[src/rtl/risc16_pkg.sv]
// Shared definitions for the risc16 front end: fetch FSM states, opcode values,
// instruction field positions and fetch buffer sizing.
package risc16_pkg;

    localparam int WORD_W     = 16;
    localparam int FIFO_DEPTH = 2;
    localparam int ENTRY_W    = 2 * WORD_W;
    localparam int PTR_W      = 1;
    localparam int CNT_W      = 2;

    typedef enum logic [1:0] {
        IDLE  = 2'd0,
        FETCH = 2'd1,
        DRAIN = 2'd2
    } fetch_state_e;

    localparam logic [2:0] OP_ADD  = 3'd0;
    localparam logic [2:0] OP_ADDI = 3'd1;
    localparam logic [2:0] OP_NAND = 3'd2;
    localparam logic [2:0] OP_LUI  = 3'd3;
    localparam logic [2:0] OP_SW   = 3'd4;
    localparam logic [2:0] OP_LW   = 3'd5;
    localparam logic [2:0] OP_BEQ  = 3'd6;
    localparam logic [2:0] OP_JALR = 3'd7;

    localparam int OPCODE_LSB = 13;
    localparam int REG_A_LSB  = 10;
    localparam int REG_B_LSB  = 7;
    localparam int REG_C_LSB  = 0;
    localparam int IMM7_W     = 7;
    localparam int IMM10_W    = 10;

    function automatic logic [2:0] reg_field(input logic [WORD_W-1:0] word, input int lsb);
        return word[lsb +: 3];
    endfunction

endpackage

[src/rtl/fetch_fifo.sv]
// Two-entry fetch buffer holding {instruction, pc}; flush empties it and wins
// over any push or pop in the same cycle.
module fetch_fifo
    import risc16_pkg::*;
(
    input  logic               clk,
    input  logic               rst_n,
    input  logic               push,
    input  logic [ENTRY_W-1:0] push_data,
    input  logic               pop,
    input  logic               flush,
    output logic [ENTRY_W-1:0] head_data,
    output logic [CNT_W-1:0]   count
);

    logic [ENTRY_W-1:0] mem_reg [FIFO_DEPTH];
    logic [PTR_W-1:0]   wr_ptr_reg;
    logic [PTR_W-1:0]   rd_ptr_reg;
    logic [CNT_W-1:0]   count_reg;
    logic               do_push;
    logic               do_pop;

    assign do_pop  = pop && (count_reg != '0);
    assign do_push = push && ((count_reg != CNT_W'(FIFO_DEPTH)) || do_pop);

    genvar gi;
    generate
        for (gi = 0; gi < FIFO_DEPTH; gi++) begin : g_entry
            always_ff @(posedge clk or negedge rst_n) begin
                if (!rst_n) begin
                    mem_reg[gi] <= '0;
                end else if (!flush && do_push && (wr_ptr_reg == PTR_W'(gi))) begin
                    mem_reg[gi] <= push_data;
                end
            end
        end
    endgenerate

    always_ff @(posedge clk or negedge rst_n) begin
        if (!rst_n) begin
            wr_ptr_reg <= '0;
            rd_ptr_reg <= '0;
            count_reg  <= '0;
        end else if (flush) begin
            wr_ptr_reg <= '0;
            rd_ptr_reg <= '0;
            count_reg  <= '0;
        end else begin
            if (do_push) begin
                wr_ptr_reg <= wr_ptr_reg + 1'b1;
            end
            if (do_pop) begin
                rd_ptr_reg <= rd_ptr_reg + 1'b1;
            end
            count_reg <= count_reg + CNT_W'(do_push) - CNT_W'(do_pop);
        end
    end

    // Present zeros when empty so stale entries never leak to decode.
    assign head_data = (count_reg != '0) ? mem_reg[rd_ptr_reg] : '0;
    assign count     = count_reg;

endmodule

[src/rtl/instr_fetch.sv]
// Instruction fetch unit: single-outstanding memory requests feeding a two-entry
// buffer, with flush handling that drains an in-flight request before refetching.
module instr_fetch
    import risc16_pkg::*;
(
    input  logic              clk,
    input  logic              rst_n,
    input  logic [WORD_W-1:0] pc_addr,
    output logic              pc_advance,
    input  logic              flush,
    output logic              imem_req,
    output logic [WORD_W-1:0] imem_addr,
    input  logic              imem_ack,
    input  logic [WORD_W-1:0] imem_rdata,
    output logic              instr_valid,
    input  logic              instr_ready,
    output logic [WORD_W-1:0] instr_out,
    output logic [WORD_W-1:0] instr_pc,
    output logic [2:0]        opcode,
    output logic [2:0]        reg_a,
    output logic [2:0]        reg_b,
    output logic [2:0]        reg_c,
    output logic [6:0]        imm7,
    output logic [9:0]        imm10
);

    fetch_state_e      state_reg, state_next;
    logic              req_reg, req_next;
    logic [WORD_W-1:0] addr_reg, addr_next;
    logic              fifo_push;
    logic              fifo_pop;
    logic [CNT_W-1:0]  fifo_count;
    logic [ENTRY_W-1:0] fifo_head;
    logic              ack_valid;
    logic              can_issue;

    // An ack only counts while our own request is pending; strays after reset are ignored.
    assign ack_valid = req_reg && imem_ack;
    assign can_issue = !req_reg && !flush && (fifo_count < CNT_W'(FIFO_DEPTH));

    always_ff @(posedge clk or negedge rst_n) begin
        if (!rst_n) begin
            state_reg <= IDLE;
            req_reg   <= 1'b0;
            addr_reg  <= '0;
        end else begin
            state_reg <= state_next;
            req_reg   <= req_next;
            addr_reg  <= addr_next;
        end
    end

    always_comb begin
        state_next = state_reg;
        req_next   = req_reg;
        addr_next  = addr_reg;
        fifo_push  = 1'b0;
        pc_advance = 1'b0;
        case (state_reg)
            IDLE: begin
                state_next = FETCH;
            end
            FETCH: begin
                if (ack_valid) begin
                    req_next = 1'b0;
                    if (!flush) begin
                        fifo_push  = 1'b1;
                        pc_advance = 1'b1;
                    end
                end else if (req_reg && flush) begin
                    state_next = DRAIN;
                end else if (can_issue) begin
                    req_next  = 1'b1;
                    addr_next = pc_addr;
                end
            end
            DRAIN: begin
                if (ack_valid) begin
                    req_next   = 1'b0;
                    state_next = FETCH;
                end
            end
            default: begin
                state_next = IDLE;
                req_next   = 1'b0;
            end
        endcase
    end

    assign fifo_pop = instr_valid && instr_ready;

    fetch_fifo u_fifo (
        .clk       (clk),
        .rst_n     (rst_n),
        .push      (fifo_push),
        .push_data ({imem_rdata, addr_reg}),
        .pop       (fifo_pop),
        .flush     (flush),
        .head_data (fifo_head),
        .count     (fifo_count)
    );

    assign imem_req    = req_reg;
    assign imem_addr   = addr_reg;
    assign instr_valid = (fifo_count != '0);
    assign instr_out   = fifo_head[ENTRY_W-1:WORD_W];
    assign instr_pc    = fifo_head[WORD_W-1:0];

    assign opcode = instr_out[OPCODE_LSB +: 3];
    assign reg_a  = reg_field(instr_out, REG_A_LSB);
    assign reg_b  = reg_field(instr_out, REG_B_LSB);
    assign reg_c  = reg_field(instr_out, REG_C_LSB);
    assign imm7   = instr_out[IMM7_W-1:0];
    assign imm10  = instr_out[IMM10_W-1:0];

endmodule

[config.mk]
export PLATFORM = sky130hd
export DESIGN_NAME = instr_fetch
export DESIGN_NICKNAME = d
export VERILOG_FILES = /design/src/rtl/risc16_pkg.sv /design/src/rtl/fetch_fifo.sv /design/src/rtl/instr_fetch.sv
export SDC_FILE = /design/constraint.sdc
export NUM_CORES = 1
export LEC_CHECK = 0
export CORE_MARGIN = 5
export CORE_UTILIZATION = 35
export DETAILED_ROUTE_END_ITERATION = 10
export MAX_ROUTING_LAYER = met4
export SETUP_SLACK_MARGIN = 0.1
export SLEW_MARGIN = 10
export SYNTH_ARGS = -nofsm -noshare
export SYNTH_HDL_FRONTEND = slang
export SYNTH_SLANG_ARGS = --single-unit
[constraint.sdc]
create_clock -name clk -period 3.7 [get_ports clk]
set_input_delay 0.74 -clock clk [delete_from_list [all_inputs] [get_ports clk]]
set_output_delay 0.74 -clock clk [all_outputs]
set_load 0.05 [all_outputs]
Word level (Yosys, flattened, before mapping)
Cells that the tools add are included.
- input port bits: 37
- flip-flop bits (word level): 87
- bitwise logic cells: 5
- mux-type cells: 21
- add/sub/neg operators: 4
- equal/unequal tests: 8
- magnitude comparators: 2
- reduce and logical (&&, ||, !) cells: 20
- operators with widths (cell ; count):
    32-bit two-way mux ; 4
    1-bit two-way mux ; 11
    1-bit logical AND ; 10
    2-bit two-way mux ; 4
    2-bit != test, second input constant ; 4
    4-bit AND reduction ; 2
    3-bit != test, second input constant ; 2
    2-bit case mux with 3 select lines ; 1
    2-bit nonzero test ; 3
    1-bit NOT ; 4
    1-bit case mux with 3 select lines ; 1
    3-bit AND reduction ; 1
    1-bit adder, second input constant ; 2
    2-bit by 1-bit adder with 2-bit output ; 1
    2-bit by 1-bit equality test with 1-bit output, second input constant ; 1
    2-bit equality test, second input constant ; 1
    2-bit greater-or-equal comparator, second input constant ; 1
    1-bit logical NOT ; 2
    2-bit logical NOT ; 1
    2-bit less-than comparator, second input constant ; 1
    1-bit NOT with 2-bit output ; 1
    2-bit by 1-bit subtractor with 2-bit output ; 1
    1-bit logical OR ; 1

Longest topological paths before layout
- depth in word-level cells: 8
- mapped depth: 6
- depth with buffers taken out: 6

Cells and area by module
Synthesis repeated with hierarchy kept, for this count alone.
- cell total of the unflattened synthesis: 312
- area, all modules: 4225.3 µm²
- modules (own cells, without submodules) (module ; sequential area each (µm²) ; area each (µm²) ; times used ; cells an instance):
    fetch_fifo ; 1701.6 ; 3196.8 ; 1 ; 230
    instr_fetch ; 475.5 ; 1028.5 ; 1 ; 82

Least setup slack after synthesis
Ideal clock, no wire load.
- path kind: register -> output
- start: reg u_fifo.rd_ptr_reg
- end: out imm7[0]
- path slack: 717 ps
- cell stages (with the launch flop): 6
- data arrival time: 2243 ps
- required time: 2960 ps
- path through: dfrtp_1 -> clkbuf_1 -> clkbuf_1 -> mux2i_1 -> nor2_1 -> buf_4
- word-level cells in the longest chain between the ends: 5
- RTL lines (element ; RTL line ; source):
    start, declared ; fetch_fifo.sv:18 ; logic [PTR_W-1:0] rd_ptr_reg;
    start signal, assigned ; fetch_fifo.sv:53 ; rd_ptr_reg <= rd_ptr_reg + 1'b1;
    1-bit NOT with 2-bit output (not written as such) ; fetch_fifo.sv:60 ; assign head_data = (count_reg != '0) ? mem_reg[rd_ptr_reg] : '0;
    32-bit two-way mux (not written as such) (3 in a row) ; fetch_fifo.sv:60 ;
    32-bit two-way mux ; fetch_fifo.sv:60 ;
    end, declared ; instr_fetch.sv:23 ; output logic [6:0] imm7,
Every way passes these cells. The select of a mux whose other input is x is not followed.

Worst setup path in the final report
- start: reg u_fifo.rd_ptr_reg
- end: out imm7[2]
Same word-level chain as after synthesis.

==> impl_results.md <==
- YS warnings: 0
- Worst Path Required: 2960 ps
- # port buffers: 116
- # H-tree levels: 3
- Fillers: 1090
- Static leakage: 2.363 nW
- Iter 0 DRT Violations: 66
- Largest area contributor in the netlist: dfrtp_1
- Resize count post-CTS: 0
- # Post-CTS Setup Buffers: 0
- Rel. slew slack: 0.4553
- Die Area: 14240 um2
- Reg clk slew, reported paths: 60 ps
- Number of flip-flops in the largest register: 64
- # Max-Cap Violations: 0
- Via count: 2595
- Top Family by Delay on Critical Path: buffers and inverters
- Routability cong.: 0.7050
- Worst-path cell chain: buf_12, mux2i_1, nor2_1, clkdlybuf4s50_1
- CP peak stage delay: 860 ps
- R2R depth: 4
- Register bit total from synthesis: 87
- Initial cell density of the core: 0.3526
- Core Rows: 40
- Ys flop type: dfrtp_1
- Reg-to-Reg End: u_fifo.mem_reg[18]
- Seq/Total Area, Yosys: 0.5205
- Number of global-route vias before repair: 2834
- Final worst-path cycle share: 0.8663
- Avg Synthesized Cell Area: 13.41 um2
- Post-Syn Area: 4183 um2
- Die Width: 119.3 um
- Post-Synthesis Cells: 312
- Top cells by area, synth: dfrtp_1, mux2_2, mux2_4
- Worst vdd ir: 498.2 uV
- Asr flop ratio synth: 1.000
- All-layer global routing usage: 0.1321
- Fin nets: 439
- Top cell type's share of synthesized area: 0.5205
- Core Region: 11860 um2
- Fin. Hold Viols: 0
- Setup ws final: 494.7 ps
- CTS Buf Count: 9
- Hold/Removal Path Class: input pin to asynchronous set/reset pin
- Post-synth EDFFs: 0
- # DRC: 0
- Clock Skews: 5.624 ps
- Global route overflow: 0
- CTS sink count: 87
- Initial antenna violation count: 0
- Number of iterations in the first detailed-routing pass: 4
- Worst Setup End Kind: output pin
- Cell Pwr Density: 764.7 nW/um2
- Bufs and invs on worst path: 2
- Skew-Pair Late Insertion Delay: 330 ps
- Tmin final: 3205 ps
- # setup viols final: 0
- R2R setup slack: 1450 ps
- Dpl ws: 615.7 ps
- Largest net degree at the start of global routing: 65
- CP arrival: 2470 ps
- FMAX: 312.0 MHz
- Clock Root Buffer: clkbuf_16
- Share of layout cells above drive strength 1: 0.2660
- RSZ-0062 raised after global routing: no
- Final Max Slew Viols: 0
- HPWL after DPL: 6.045 mm
- First-pass GRT wire length: 14.61 mm
- Syn Nets: 350
- Most common cell in the netlist: dfrtp_1
- CTS tree: yes
- Crit. Startpoint: u_fifo.rd_ptr_reg
- CP max FO: 19
- Post-CTS Hold Fix Bufs: 0
- Worst r2r src: state_reg[1]
- Maximum root-to-sink buffer count: 2
- Crit-path slowest cell: clkdlybuf4s50_1
- Setup crit start kind: register
- Setup TNS: 0 ps
- Worst-Margin Slew: 817.0 ps
- Die Ht: 119.3 um
- Library cells used by synthesis: 29
- Antenna-violating nets left: 0
- Final WL: 8.797 mm
- Post-synth top cells: dfrtp_1, mux2_2, nor2_1, mux2i_1, mux2_4
- Ant diodes: 0
- Status: finished, final reports clean
- Top-Level Pins: 117
- Type of the worst setup path: register to output pin
- Via density: 4.693
- Drt wl/cell: 15.91 um
- Synth-to-Final Area Change: 32.52%
## worst max path at each step
stage                         end  depth (start not counted)
3_3_place_gp   u_fifo.mem_reg[18]                          5
3_5_place_dp   u_fifo.mem_reg[18]                          5
5_1_grt                   imm7[2]                          4
2_1_floorplan             imm7[0]                          5
6_report                  imm7[2]                          4
4_1_cts                   imm7[2]                          4
## where the power goes
group          internal [mW]  switching, mW  leakage (nW)
registers               1.37          0.286          1.09
clock network          0.490          0.347         0.136
logic                  0.826          0.917          1.14
## worst register-to-register path: stages (launching register included)
cell	delay, ps
dfrtp_1	410
or3b_4	450
or4b_2	640
buf_4	270
mux2_4	350
## cells by family after synthesis
group	after synthesis	synth area share
DFF	87	0.5205
xor gates and xnor gates	1	0.002094
and+or+nand+nor	53	0.05833
AOI/OAI and AO/OA	9	0.01227
buffers and inverters	49	0.08495
adders and majority gates	1	0.002991
muxes	112	0.3189
## layer usage
layer | vias to the layer above | track usage | part of all wire
met5 | - | - | 0
met4 | 0 | 0.03221 | 0.0074
met3 | 7 | 0.03941 | 0.054
met2 | 78 | 0.2003 | 0.46
met1 | 1287 | 0.1752 | 0.48
li1 | 1223 | - | -
## layout make-up
type                    instances  area, um2  share of cell area
clock inverters                 3      17.52            0.003160
multi-input cells             176       1667              0.3007
inverters                       4      15.01            0.002709
repair buffers                123       1221              0.2203
flip-flops and latches         87       2178              0.3930
well taps                     147      183.9             0.03318
clock buffers                  13      260.3             0.04695
## layout by cell type (no fill, tap or decap), drive strengths merged, types with 2 or more instances in the layout
| cell type | synthesis | routed |
|---|---|---|
| dfrtp | 87 | 87 |
| nand2 | 5 | 5 |
| a21oi | 2 | 2 |
| nor2 | 36 | 36 |
| clkdlybuf4s50 | 0 | 114 |
| clkinv | 0 | 2 |
| nor2b | 2 | 2 |
| clkbuf | 7 | 13 |
| mux2i | 32 | 32 |
| buf | 38 | 9 |
| o21ai | 4 | 4 |
| inv | 4 | 4 |
| or3 | 2 | 2 |
| mux2 | 80 | 80 |
## metrics by stage
step / area [um2] / total power [mW] / cells / hold WS, ps / utilization
6_report: 5543 / 4.238 / 553 / 497.9 / 0.4673
5_1_grt: 5543 / 4.492 / 553 / 518.4 / 0.4673
4_1_cts: 5543 / 4.290 / 553 / 508.3 / 0.4673
3_5_place_dp: 5265 / 3.434 / 537 / 495.4 / 0.4439
3_3_place_gp: 5265 / 3.384 / 537 / 488.2 / 0.4439
2_1_floorplan: 4183 / 2.910 / 312 / 444.4 / -
No activity file was read; power rests on OpenSTA's default activity.
